File: config.mk
export PLATFORM = sky130hd
export DESIGN_NAME = camera_pixel_packer_flat
export DESIGN_NICKNAME = d
export VERILOG_FILES = /design/src/rtl/video_pkg.sv /design/src/rtl/camera_pixel_packer_if.sv /design/src/rtl/camera_pixel_packer_sync_edge_detect.sv /design/src/rtl/camera_pixel_packer.sv /design/src/flat_wrapper.sv
export SDC_FILE = /design/constraint.sdc
export NUM_CORES = 1
export LEC_CHECK = 0
export CORE_UTILIZATION = 65
export CTS_BUF_LIST = sky130_fd_sc_hd__clkbuf_8
export CTS_CLUSTER_DIAMETER = 120
export DETAILED_ROUTE_END_ITERATION = 7
export DONT_BUFFER_PORTS = 1
export GPL_ROUTABILITY_DRIVEN = 0
export PLACE_DENSITY_LB_ADDON = 0.2
export REMOVE_ABC_BUFFERS = 1
export SLEW_MARGIN = 25
export SYNTH_ARGS = -nofsm -noshare
export SYNTH_HDL_FRONTEND = slang
export SYNTH_SLANG_ARGS = --single-unit
File: constraint.sdc
create_clock -name clk -period 2.3 [get_ports clk]
set_input_delay 0.23 -clock clk [delete_from_list [all_inputs] [get_ports clk]]
set_output_delay 0.23 -clock clk [all_outputs]
set_load 0.05 [all_outputs]
File: src/rtl/video_pkg.sv
// rtl/video_pkg.sv - shared types and defaults for the camera capture front end
package video_pkg;

  typedef enum logic [1:0] {
    WAIT_VS,
    VBLANK,
    ACTIVE
  } cap_state_t;

  localparam int RGB565_W     = 16;
  localparam int DEF_H_ACTIVE = 320;
  localparam int DEF_V_ACTIVE = 240;

endpackage

File: src/rtl/camera_pixel_packer_if.sv
// rtl/camera_pixel_packer_if.sv - camera byte stream in, RGB565 pixel stream out
interface camera_pixel_packer_if;
  import video_pkg::*;

  logic                cam_vsync;
  logic                cam_href;
  logic                cam_byte_en;
  logic [7:0]          cam_data;
  logic [RGB565_W-1:0] pixel_out;
  logic                pixel_valid;
  logic                frame_sync;

  modport master (
    output cam_vsync, cam_href, cam_byte_en, cam_data,
    input  pixel_out, pixel_valid, frame_sync
  );

  modport slave (
    input  cam_vsync, cam_href, cam_byte_en, cam_data,
    output pixel_out, pixel_valid, frame_sync
  );

endinterface

File: src/rtl/camera_pixel_packer_sync_edge_detect.sv
// rtl/camera_pixel_packer_sync_edge_detect.sv - rise/fall pulses against the prior registered sample
module sync_edge_detect (
  input  logic clk,
  input  logic reset,
  input  logic sig_i,
  output logic rise_o,
  output logic fall_o
);

  logic prev_q;

  always_ff @(posedge clk) begin
    if (reset) prev_q <= 1'b0;
    else       prev_q <= sig_i;
  end

  assign rise_o = sig_i & ~prev_q;
  assign fall_o = ~sig_i & prev_q;

endmodule

File: src/rtl/camera_pixel_packer.sv
// rtl/camera_pixel_packer.sv - packs VSYNC/HREF byte stream into RGB565 pixels with frame/line status
module camera_pixel_packer
  import video_pkg::*;
#(
  parameter int H_ACTIVE = DEF_H_ACTIVE,
  parameter int V_ACTIVE = DEF_V_ACTIVE
) (
  input  logic                  clk,
  input  logic                  reset,
  camera_pixel_packer_if.slave  cam,
  output logic [9:0]            x_count,
  output logic [9:0]            y_count,
  output logic                  line_end,
  output logic                  frame_done,
  output logic                  err_line_len,
  output logic [7:0]            frame_count
);

  localparam logic [9:0]  H_LIM      = 10'(H_ACTIVE);
  localparam logic [9:0]  V_LIM      = 10'(V_ACTIVE);
  localparam logic [10:0] LINE_BYTES = 11'(2 * H_ACTIVE);

  logic vs_rise, vs_fall, hr_rise, hr_fall;

  sync_edge_detect u_vs_edge (
    .clk(clk), .reset(reset), .sig_i(cam.cam_vsync), .rise_o(vs_rise), .fall_o(vs_fall)
  );

  sync_edge_detect u_hr_edge (
    .clk(clk), .reset(reset), .sig_i(cam.cam_href), .rise_o(hr_rise), .fall_o(hr_fall)
  );

  cap_state_t          state_q, state_d;
  logic                phase_q, phase_d;
  logic [7:0]          hi_q, hi_d;
  logic [10:0]         bcnt_q, bcnt_d;
  logic [9:0]          pcnt_q, pcnt_d;
  logic [RGB565_W-1:0] pix_q, pix_d;
  logic                pv_q, pv_d;
  logic                fs_q, fs_d;
  logic                le_q, le_d;
  logic                fd_q, fd_d;
  logic                err_q, err_d;
  logic [9:0]          x_q, x_d;
  logic [9:0]          y_q, y_d;
  logic [7:0]          fc_q, fc_d;

  always_comb begin
    state_d = state_q;
    phase_d = phase_q;
    hi_d    = hi_q;
    bcnt_d  = bcnt_q;
    pcnt_d  = pcnt_q;
    pix_d   = pix_q;
    pv_d    = 1'b0;
    fs_d    = 1'b0;
    le_d    = 1'b0;
    fd_d    = 1'b0;
    err_d   = err_q;
    x_d     = x_q;
    y_d     = y_q;
    fc_d    = fc_q;

    case (state_q)
      WAIT_VS: begin
        if (cam.cam_vsync) state_d = VBLANK;
      end
      VBLANK: begin
        if (vs_fall) begin
          state_d = ACTIVE;
          fs_d    = 1'b1;
          phase_d = 1'b0;
          bcnt_d  = '0;
          pcnt_d  = '0;
          err_d   = 1'b0;
          x_d     = '0;
          y_d     = '0;
          fc_d    = fc_q + 8'd1;
        end
      end
      ACTIVE: begin
        // a byte arriving with the VSYNC rise belongs to the aborted line
        if (cam.cam_href && cam.cam_byte_en && !vs_rise) begin
          if (bcnt_q != '1) bcnt_d = bcnt_q + 11'd1;
          if (!phase_q) begin
            hi_d    = cam.cam_data;
            phase_d = 1'b1;
          end else begin
            phase_d = 1'b0;
            if (pcnt_q != '1) pcnt_d = pcnt_q + 10'd1;
            if (pcnt_q < H_LIM && y_q < V_LIM) begin
              pix_d = {hi_q, cam.cam_data};
              pv_d  = 1'b1;
              x_d   = pcnt_q;
            end
          end
        end
        if (hr_fall) begin
          le_d    = 1'b1;
          if (bcnt_q != LINE_BYTES) err_d = 1'b1;
          phase_d = 1'b0;
          bcnt_d  = '0;
          pcnt_d  = '0;
          x_d     = '0;
          if (y_q != '1) y_d = y_q + 10'd1;
        end
        if (vs_rise) begin
          state_d = VBLANK;
          fd_d    = 1'b1;
          phase_d = 1'b0;
          bcnt_d  = '0;
          pcnt_d  = '0;
          x_d     = '0;
        end
      end
      default: state_d = WAIT_VS;
    endcase
  end

  always_ff @(posedge clk) begin
    if (reset) begin
      state_q <= WAIT_VS;
      phase_q <= 1'b0;
      hi_q    <= '0;
      bcnt_q  <= '0;
      pcnt_q  <= '0;
      pix_q   <= '0;
      pv_q    <= 1'b0;
      fs_q    <= 1'b0;
      le_q    <= 1'b0;
      fd_q    <= 1'b0;
      err_q   <= 1'b0;
      x_q     <= '0;
      y_q     <= '0;
      fc_q    <= '0;
    end else begin
      state_q <= state_d;
      phase_q <= phase_d;
      hi_q    <= hi_d;
      bcnt_q  <= bcnt_d;
      pcnt_q  <= pcnt_d;
      pix_q   <= pix_d;
      pv_q    <= pv_d;
      fs_q    <= fs_d;
      le_q    <= le_d;
      fd_q    <= fd_d;
      err_q   <= err_d;
      x_q     <= x_d;
      y_q     <= y_d;
      fc_q    <= fc_d;
    end
  end

  assign cam.pixel_out   = pix_q;
  assign cam.pixel_valid = pv_q;
  assign cam.frame_sync  = fs_q;
  assign x_count         = x_q;
  assign y_count         = y_q;
  assign line_end        = le_q;
  assign frame_done      = fd_q;
  assign err_line_len    = err_q;
  assign frame_count     = fc_q;

  logic unused_ok;
  assign unused_ok = hr_rise;

endmodule

File: src/flat_wrapper.sv
// flat-port wrapper written by rule: the top's interface ports become plain ports
module camera_pixel_packer_flat import video_pkg::*;
#(
  parameter int H_ACTIVE = DEF_H_ACTIVE,
  parameter int V_ACTIVE = DEF_V_ACTIVE
)
  (clk, reset, x_count, y_count, line_end, frame_done, err_line_len, frame_count, cam_cam_vsync, cam_cam_href, cam_cam_byte_en, cam_cam_data, cam_pixel_out, cam_pixel_valid, cam_frame_sync);
  camera_pixel_packer_if cam_i ();
  input  logic clk;
  input  logic reset;
  output logic [9:0] x_count;
  output logic [9:0] y_count;
  output logic line_end;
  output logic frame_done;
  output logic err_line_len;
  output logic [7:0] frame_count;
  input wire logic [$bits(cam_i.cam_vsync)-1:0] cam_cam_vsync;
  input wire logic [$bits(cam_i.cam_href)-1:0] cam_cam_href;
  input wire logic [$bits(cam_i.cam_byte_en)-1:0] cam_cam_byte_en;
  input wire logic [$bits(cam_i.cam_data)-1:0] cam_cam_data;
  output wire logic [$bits(cam_i.pixel_out)-1:0] cam_pixel_out;
  output wire logic [$bits(cam_i.pixel_valid)-1:0] cam_pixel_valid;
  output wire logic [$bits(cam_i.frame_sync)-1:0] cam_frame_sync;
  assign cam_i.cam_vsync = cam_cam_vsync;
  assign cam_i.cam_href = cam_cam_href;
  assign cam_i.cam_byte_en = cam_cam_byte_en;
  assign cam_i.cam_data = cam_cam_data;
  assign cam_pixel_out = cam_i.pixel_out;
  assign cam_pixel_valid = cam_i.pixel_valid;
  assign cam_frame_sync = cam_i.frame_sync;
  camera_pixel_packer #(.H_ACTIVE(H_ACTIVE), .V_ACTIVE(V_ACTIVE)) u_core (.clk(clk), .reset(reset), .cam(cam_i), .x_count(x_count), .y_count(y_count), .line_end(line_end), .frame_done(frame_done), .err_line_len(err_line_len), .frame_count(frame_count));
endmodule
==> metrics, run 1 <==
Pleak=approximately 1.5 nW; commonest non-fill, non-tap cells in the layout=dfxtp_1 (83), nor2_1 (64), mux2i_1 (27); PD cells=about 650 nW/um2; Max Freq=470 MHz; wire per inst=15.8 um; Post-synth EDFFs=0; Core Footprint=~5500 um2; count of different cell masters after synthesis=59; Hold WC Path Type=input port to flip-flop; CTS Buffer Depth=2; GRT overflow=0; Mapped Area=~3700 um2; initial antenna violation count=0; max_slew headroom=just over 60%; Worst Hold Launch=cam_cam_vsync; Max Slew Vio Count=0; RR Startpoint=u_core.bcnt_q[0]; clock root buffer=clkbuf_8; CTS tree=built; largest net degree at the start of global routing=42; Final Hold Fails=0; Async S/R FF share, synth=0%; period utilization=92.5%; CP Capture Type=flip-flop; Routed Antenna Nets=0; CTS Sinks=between 80 and 90; top cells by area, synth=dfxtp_1 (45%), mux2i_1 (7.3%), nor2_1 (6.5%), xnor2_1 (3.5%), ha_1 (2.7%); ratio of cells with drive above 1 in the final layout=13.6%; final worst path period need=2.13 ns; max-cap violations=0; total CTS buffers=9; H-tree depth=3; diode count=0; Vias/cell=~6.0; via count=3008; pre-CTS WS=~0.21 ns; Nets=between 400 and 500; First DRT Iteration DRCs=183; worst setup margin=0.174 ns; Worst Skew=0.0115 ns; status=finished, final reports clean; RSZ-0062 raised after global routing=false; # Post-CTS Setup Buffers=0; register area share after synthesis=around 45%; Yosys reg bits=83; type of origin of the critical path=flip-flop; Gate Count Post-Synth=between 300 and 400; die area=between 6000 and 7000 um2; first-pass GRT wire length=12800 um; area grow syn2layout=12.2%; Detailed Routing Iterations Pass 1=5; Initial Utilization=around two thirds; slowest stage delay, CP=approximately 0.6 ns; leading area contributor after synthesis=dfxtp_1; Max VDD drop=0.000490 V; I/O pin cnt=62; Post-Route WL=a little under 8000 um; critical path arrival=between 2 and 2.5 ns; commonest non-fill, non-tap cell in the layout=dfxtp_1; Die Y=just under 80 um; top_reg_cell synth=dfxtp_1; Power, Total=~2.7 mW; share of the synthesized area in the top cell type=~45%; number of global-route vias before repair=between 2000 and 3000; CP max stage cell=or4_4; Die X=roughly 77 um; WP data required=approximately 2.6 ns; worst setup path class=flip-flop to flip-flop; endpoints failing setup=0; crit-path max FO=7; IO buf count=0; synthesized area per cell=between 9 and 10 um2; Synth Warn #=0; FF-to-FF setup slack=0.17 ns; Clock transition at path regs=~0.09 ns; critical path, cell by cell=ha_1 > nand3_2 > or4_4 > a221oi_4 > o21ai_1 > o31ai_1; Detailed Place HPWL=about 5400 um; Worst Max-Slew Pin Slew=0.567 ns; Residual DRC=0; clock latency on the worst-skew pair=between 0.3 and 0.4 ns; aggregate global-route resource usage=27.1%; crit path from=u_core.bcnt_q[0]; Std-Cell Rows=27
[path summary, 6_finish.rpt]
kind / cells after the start / end
setup / recovery: 6 / u_core.bcnt_q[7]
setup reg to reg: 6 / u_core.bcnt_q[7]
hold reg to reg: 2 / u_core.frame_count[1]
hold / removal: 1 / u_core.u_vs_edge.prev_q
[layout make-up]
| cell class | instances | area, um2 |
|---|---|---|
| Timing Repair Buffer | 27 | 218 |
| Inverter | 9 | 33.8 |
| Clock buffer | 9 | 124 |
| Clock inverter | 7 | 81.3 |
| Tap cell | 72 | 90.1 |
| Sequential cell | 83 | 1660 |
| Fill cell | 403 | 1350 |
| Multi-Input combinational cell | 292 | 1950 |
[where the power goes]
group          total [mW]  switching, mW  internal (mW)
registers            1.46         0.0157           1.44
clock network        1.07          0.557          0.516
logic               0.163          0.106         0.0565
[cells in the mapped netlist (5+ instances only)]
cell type and number:
nand2_1 21, nor2b_1 7, xor2_1 6, dfxtp_1 83, o21ai_1 9, nand3_1 18, nor3_1 11, buf_2 5
nor2_1 64, xnor2_1 15, clkbuf_1 6, nand4_1 7, ha_1 8, mux2i_1 27, a22o_1 10, nor4_1 6
a21oi_1 15, inv_1 9
[per-stage QoR]
step / TNS (ns) / std cells / util [%] / area, um2 / hold slack, ns
2_1_floorplan: -1.04 / 384 / - / 3640 / 0.299
3_3_place_gp: 0 / 481 / 71.2 / 3920 / 0.305
3_5_place_dp: 0 / 481 / 71.2 / 3920 / 0.308
4_1_cts: 0 / 499 / 75.4 / 4150 / 0.00748
5_1_grt: 0 / 499 / 75.4 / 4150 / 0.000410
6_report: 0 / 499 / 75.4 / 4150 / 0.0105
[critical path, delay by kind of cell, from the launching register on]
family / cells / cell delay (ns)
AOI/OAI and AO/OA: 3 / 0.62
DFF: 1 / 0.43
adders and majority gates: 1 / 0.25
and+or+nand+nor: 2 / 0.72
[routing by layer]
metal / GRT usage [%] / vias to the layer above / part of all wire (%)
li1: - / 1469 / -
met5: 0 / - / 0
met3: 6.71 / 16 / 5.3
met1: 33.0 / 1428 / 45
met2: 45.4 / 95 / 48
met4: 11.7 / 0 / 1.7
[sequential cells by signal (all words and copies together) (netlist names)]
register                 cells
u_core.bcnt_q               11
u_core.cam.frame_sync        1
u_core.cam.pixel_out        16
u_core.cam.pixel_valid       1
u_core.err_line_len          1
u_core.frame_count           8
u_core.frame_done            1
u_core.hi_q                  8
u_core.line_end              1
u_core.pcnt_q               10
u_core.phase_q               1
u_core.state_q               2
u_core.u_hr_edge.prev_q      1
u_core.u_vs_edge.prev_q      1
u_core.x_count              10
u_core.y_count              10
[kinds of logic after synthesis]
| logic type | after synthesis | share of synthesized area (%) |
|---|---|---|
| simple gates | 170 | 24.1 |
| flops | 83 | 44.9 |
| compound gates | 65 | 13.2 |
| mux | 28 | 7.60 |
| buf+inv | 22 | 2.60 |
| xor+xnor | 21 | 4.97 |
| fa+ha+maj | 8 | 2.70 |
[what timing repair did]
action / 4_1_cts / 5_1_grt
resized for setup: 0 / 0
endpoints found under the hold margin: 41 / 0
hold buffers: 2 / 0
Note: power is estimated with default switching activity, not from simulation.
==> inputs of run 2 (changes only) <==
--- a/config.mk
+++ b/config.mk
@@ -5,7 +5,7 @@
 export SDC_FILE = /design/constraint.sdc
 export NUM_CORES = 1
 export LEC_CHECK = 0
-export CORE_UTILIZATION = 65
+export CORE_UTILIZATION = 70
 export CTS_BUF_LIST = sky130_fd_sc_hd__clkbuf_8
 export CTS_CLUSTER_DIAMETER = 120
 export DETAILED_ROUTE_END_ITERATION = 7
@@ -13,7 +13,7 @@
 export GPL_ROUTABILITY_DRIVEN = 0
 export PLACE_DENSITY_LB_ADDON = 0.2
 export REMOVE_ABC_BUFFERS = 1
-export SLEW_MARGIN = 25
+export SLEW_MARGIN = 10
 export SYNTH_ARGS = -nofsm -noshare
 export SYNTH_HDL_FRONTEND = slang
 export SYNTH_SLANG_ARGS = --single-unit
==> constraint.sdc (replaced) <==
create_clock -name clk -period 2.6 [get_ports clk]
set_input_delay 0.26 -clock clk [delete_from_list [all_inputs] [get_ports clk]]
set_output_delay 0.26 -clock clk [all_outputs]
set_load 0.05 [all_outputs]
==> run 2 against run 1 <==
  * Final cell count decreased by 2.6%
  * Global-route usage increased by 4.8 points
  * Combinational power decreased by 15%
  * Routed wire length increased by 9.6%
  * Clock-buffer cell count unchanged
  * Worst hold slack improved by 0.016 ns
  * Core utilization increased by 4.8 points
  * Register-to-register slack improved by 0.07 ns
  * Sequential share of layout area increased by 0.54 points
  * First-iteration DRC count increased by 39%
==> metrics, run 2 (synthesized netlist as in run 1, its figures left out) <==
Std-Cell Rows=26; Die X=approximately 75 um; WP data required=slightly below 3 ns; Max Freq=roughly 420 MHz; Post-Route WL=8620 um; first-pass GRT wire length=between 10000 and 15000 um; Clock transition at path regs=about 0.08 ns; H-tree depth=3; Detailed Routing Iterations Pass 1=5; Final Hold Fails=0; clock root buffer=clkbuf_8; Initial Utilization=about 73%; endpoints failing setup=0; RSZ-0062 raised after global routing=false; Detailed Place HPWL=~5600 um; pre-CTS WS=~0.31 ns; Hold WS=~0.027 ns; worst setup margin=between 0.2 and 0.25 ns; Die Y=between 70 and 80 um; GRT Max-Usage Layer=met2; via count=approximately 3000; PD cells=between 600 and 700 nW/um2; CTS Sinks=83; critical path arrival=approximately 2.7 ns; die area=between 5000 and 6000 um2; area grow syn2layout=10.7%; final worst path period need=about 2.4 ns; CTS Buffer Depth=2; Nets=roughly 430; commonest non-fill, non-tap cell in the layout=dfxtp_1; Worst Skew=between 0.004 and 0.005 ns; status=finished, final reports clean; Vias/cell=between 6 and 7; Residual DRC=0; crit-path max FO=14; Final Non-Filler Cells=approximately 500; ratio of cells with drive above 1 in the final layout=~11%; initial antenna violation count=0; clock latency on the worst-skew pair=0.36 ns; Pleak=1.50 nW; Routed Antenna Nets=0; Max VDD drop=between 0.0004 and 0.0005 V; CP Capture Type=flip-flop; GRT met2 Usage=about half; diode count=0; Resized cells post-CTS=0; First DRT Iteration DRCs=around 260; worst setup path class=flip-flop to flip-flop; I/O pin cnt=just over 60; Hold WC Path Type=input port to flip-flop; wire per inst=roughly 18 um; period utilization=just over 90%; aggregate global-route resource usage=a little under a third; Worst Max-Slew Pin Slew=between 0.6 and 0.7 ns; CTS tree=built; max reg flops=16; max-cap violations=0; type of origin of the critical path=flip-flop; GRT overflow=0; placed cells=470; total CTS buffers=9; GR Layer Usage met3=9.91%; Core Footprint=5110 um2; IO buf count=0; M1 GR Usage=37.9%; largest net degree at the start of global routing=42; Total Neg Setup Slack=0 ns; commonest non-fill, non-tap cells in the layout=dfxtp_1 (83), nor2_1 (64), mux2i_1 (27); number of global-route vias before repair=roughly 2800; max_slew headroom=around 57%; Max Slew Vio Count=0
[run 2: cell types whose count changed in the layout (fill, tap and decap cells not counted)]
cell	previous run	this run
buf_4	25	16
bufinv_16	1	3
clkinv_4	2	0
inv_1	9	11
inv_6	3	1
clkinvlp_4	1	0
dlygate4sd3_1	1	0
[run 2: cell type report]
cell class / instances / area, um2
multi-input combinational: 292 / 1950
inverter: 9 / 33.8
fill: 333 / 1010
timing repair buffer: 17 / 140
clock inverter: 6 / 106
clock buffer: 9 / 124
sequential: 83 / 1660
tap: 70 / 87.6
[run 2: critical path: stages (launching register included)]
cell,delay [ns]
dfxtp_1,0.33
inv_1,0.08
ha_1,0.46
nand2b_1,0.23
or3_1,0.45
nor3_2,0.52
a22o_1,0.23
[run 2: routing by layer]
| layer | up-vias | routed length, um | part of all wire (%) |
|---|---|---|---|
| met5 | - | 0 | 0 |
| met2 | 127 | 4230 | 49 |
| met4 | 0 | 228 | 2.6 |
| met1 | 1423 | 3540 | 41 |
| met3 | 20 | 620 | 7.2 |
| li1 | 1447 | - | - |
[run 2: through the flow]
stage                     util (%)  instance area, um2  total power [mW]
final                         80.3                4100              2.53
after global routing          80.3                4100              2.60
after CTS                     80.3                4100              2.53
after detailed placement      75.4                3850              1.45
after global placement        75.4                3850              1.44
after floorplan                  -                3640              1.41
[run 2: final timing paths]
check                                                to  cells past startpoint  slack (ns)              start
worst max-delay path                  u_core.x_count[6]                      6        0.25  u_core.state_q[0]
worst min-delay path            u_core.u_vs_edge.prev_q                      1        0.03      cam_cam_vsync
worst max register to register        u_core.x_count[6]                      6        0.25  u_core.state_q[0]
worst min register to register           u_core.hi_q[2]                      2        0.51     u_core.hi_q[2]
[run 2: power breakdown]
part | total [mW] | internal, mW | switching, mW
clock network | 1.10 | 0.630 | 0.470
registers | 1.29 | 1.28 | 0.0165
logic | 0.139 | 0.0479 | 0.0914
[run 2: timing repair]
action                    CTS  global route
hold buffers                1             0
hold endpoints to repair   41             0
buffers inserted            0             0
==> inputs of run 3 (changes only) <==
--- a/config.mk
+++ b/config.mk
@@ -5,9 +5,10 @@
 export SDC_FILE = /design/constraint.sdc
 export NUM_CORES = 1
 export LEC_CHECK = 0
-export CORE_UTILIZATION = 70
+export CORE_UTILIZATION = 40
 export CTS_BUF_LIST = sky130_fd_sc_hd__clkbuf_8
 export CTS_CLUSTER_DIAMETER = 120
+export CTS_CLUSTER_SIZE = 24
 export DETAILED_ROUTE_END_ITERATION = 7
 export DONT_BUFFER_PORTS = 1
 export GPL_ROUTABILITY_DRIVEN = 0
==> run 3 against run 2 <==
  * The run now ends with design-rule violations left
  * Sequential power about the same
  * Worst hold slack worse by 0.0014 ns
  * Routed wire length down 4.9%
  * Sequential cell count unchanged
  * Clock power up 5%
  * Critical endpoint is now u_core.bcnt_q[5]
  * Largest cell class unchanged
==> metrics, run 3 (synthesized netlist as in run 1, its figures left out) <==
Detailed Place HPWL=~5800 um; WP data required=about 2.9 ns; critical path arrival=2.62 ns; largest net degree at the start of global routing=42; first-pass GRT wire length=14100 um; Initial Utilization=41.9%; Worst Max-Slew Pin Slew=approximately 0.62 ns; GRT overflow=0; Max Freq=between 400 and 500 MHz; failing checks=design-rule violations; Core Footprint=8850 um2; Post-Route WL=a little over 8000 um; Seq pwr share=49.9%; CTS Sinks=between 80 and 90; worst setup path class=flip-flop to flip-flop; crit-path max FO=14; type of origin of the critical path=flip-flop; number of global-route vias before repair=roughly 2800; max-cap violations=0; initial antenna violation count=0; Hold WS=around 0.025 ns; net switching share of the total power=a little under a quarter; Max VDD drop=between 0.0002 and 0.00025 V; max_slew headroom=58.8%; wire per inst=around 16 um; Nets=between 400 and 500; Die Y=between 90 and 100 um; fill cell count=877; RSZ-0062 raised after global routing=false; Final Non-Filler Cells=525; Die X=between 90 and 100 um; Area after DPL=3900 um2; PD cells=approximately 620 nW/um2; via count=approximately 2900; Resized cells post-CTS=0; Psw=slightly above 0.6 mW; diode count=0; M1 GR Usage=24.1%; die area=slightly below 10000 um2; CP Capture Type=flip-flop; commonest non-fill, non-tap cells in the layout=dfxtp_1 (83), nor2_1 (64), mux2i_1 (27); Power, Total=2.59 mW; aggregate global-route resource usage=a little under a fifth; ratio of cells with drive above 1 in the final layout=11.8%; clock latency on the worst-skew pair=approximately 0.36 ns; Design Area, Final=about 4200 um2; Hold WC Path Type=input port to flip-flop; status=complete, but fails checks; area grow syn2layout=12.6%; Logic pwr share=5.3%; Std-Cell Rows=34; clock root buffer=clkbuf_8; Worst Skew=0.0119 ns; Clock transition at path regs=around 0.10 ns; H-tree depth=3; I/O pin cnt=62; Pleak=between 1.5 and 2 nW; GRT Max-Usage Layer=met2; GRT met2 Usage=between 20% and 30%; First DRT Iteration DRCs=about 140; GR Layer Usage met3=4.65%; total CTS buffers=9; Residual DRC=3; Vias/cell=about 5.6; max reg flops=16; period utilization=between 80% and 90%; Routed Antenna Nets=0; P_int=around 2.0 mW; Clk pwr share=44.8%; placed cells=about 500; endpoints failing setup=0; Max Slew Vio Count=0; Detailed Routing Iterations Pass 1=8; commonest non-fill, non-tap cell in the layout=dfxtp_1; Final Hold Fails=0; Total Neg Setup Slack=0 ns; final worst path period need=around 2.3 ns; IO buf count=0; CTS Buffer Depth=2; CTS tree=built
## run 3: changes by cell type in the layout (fill, tap and decap cells not counted), sizes merged
cell  delta
inv      +1
## run 3: worst paths after layout
kind                            depth (start not counted)         startpoint                        to  slack [ns]
worst max-delay path                                    7  u_core.state_q[0]          u_core.bcnt_q[5]        0.27
worst min register to register                          2     u_core.hi_q[2]  u_core.cam.pixel_out[10]        0.49
worst max register to register                          7  u_core.state_q[0]          u_core.bcnt_q[5]        0.27
worst min-delay path                                    1      cam_cam_vsync   u_core.u_vs_edge.prev_q        0.03
## run 3: timing repair
item	CTS	global route
buffers inserted	0	0
endpoints found under the hold margin	41	0
hold buffers	1	0
## run 3: critical path, stage by stage (launching register included)
cell and delay (ns):
dfxtp_1 0.34, inv_1 0.08, ha_1 0.47, nand2b_1 0.24
nor3_4 0.26, nand3_2 0.16, or4_1 0.53, a21oi_1 0.17
## run 3: cell type report
type	instances	area (um2)	share of cell area (%)
well taps	108	135	3.24
inverters	9	33.8	0.810
flip-flops and latches	83	1660	39.8
clock buffers	9	124	2.97
repair buffers	17	140	3.36
clock inverters	7	130	3.12
multi-input cells	292	1950	46.7
## run 3: power by group through the flow
stage / logic (mW) / registers [mW] / clock network [mW]
finish: 0.137 / 1.29 / 1.16
global placement: 0.123 / 1.32 / 0
detailed placement: 0.124 / 1.32 / 0
global route: 0.152 / 1.30 / 1.25
CTS: 0.138 / 1.29 / 1.20
floorplan: 0.0924 / 1.32 / 0
## run 3: metrics by stage
step,worst slack (ns),util [%]
after CTS,0.273,47.1
after global routing,0.129,47.1
after global placement,0.445,44.0
final,0.269,47.1
after floorplan,0.194,-
after detailed placement,0.310,44.0
## run 3: per-layer routing
| metal | share of wire [%] | vias up |
|---|---|---|
| li1 | - | 1454 |
| met1 | 47 | 1403 |
| met2 | 45 | 68 |
| met3 | 6.2 | 16 |
| met4 | 2.0 | 0 |
| met5 | 0 | - |
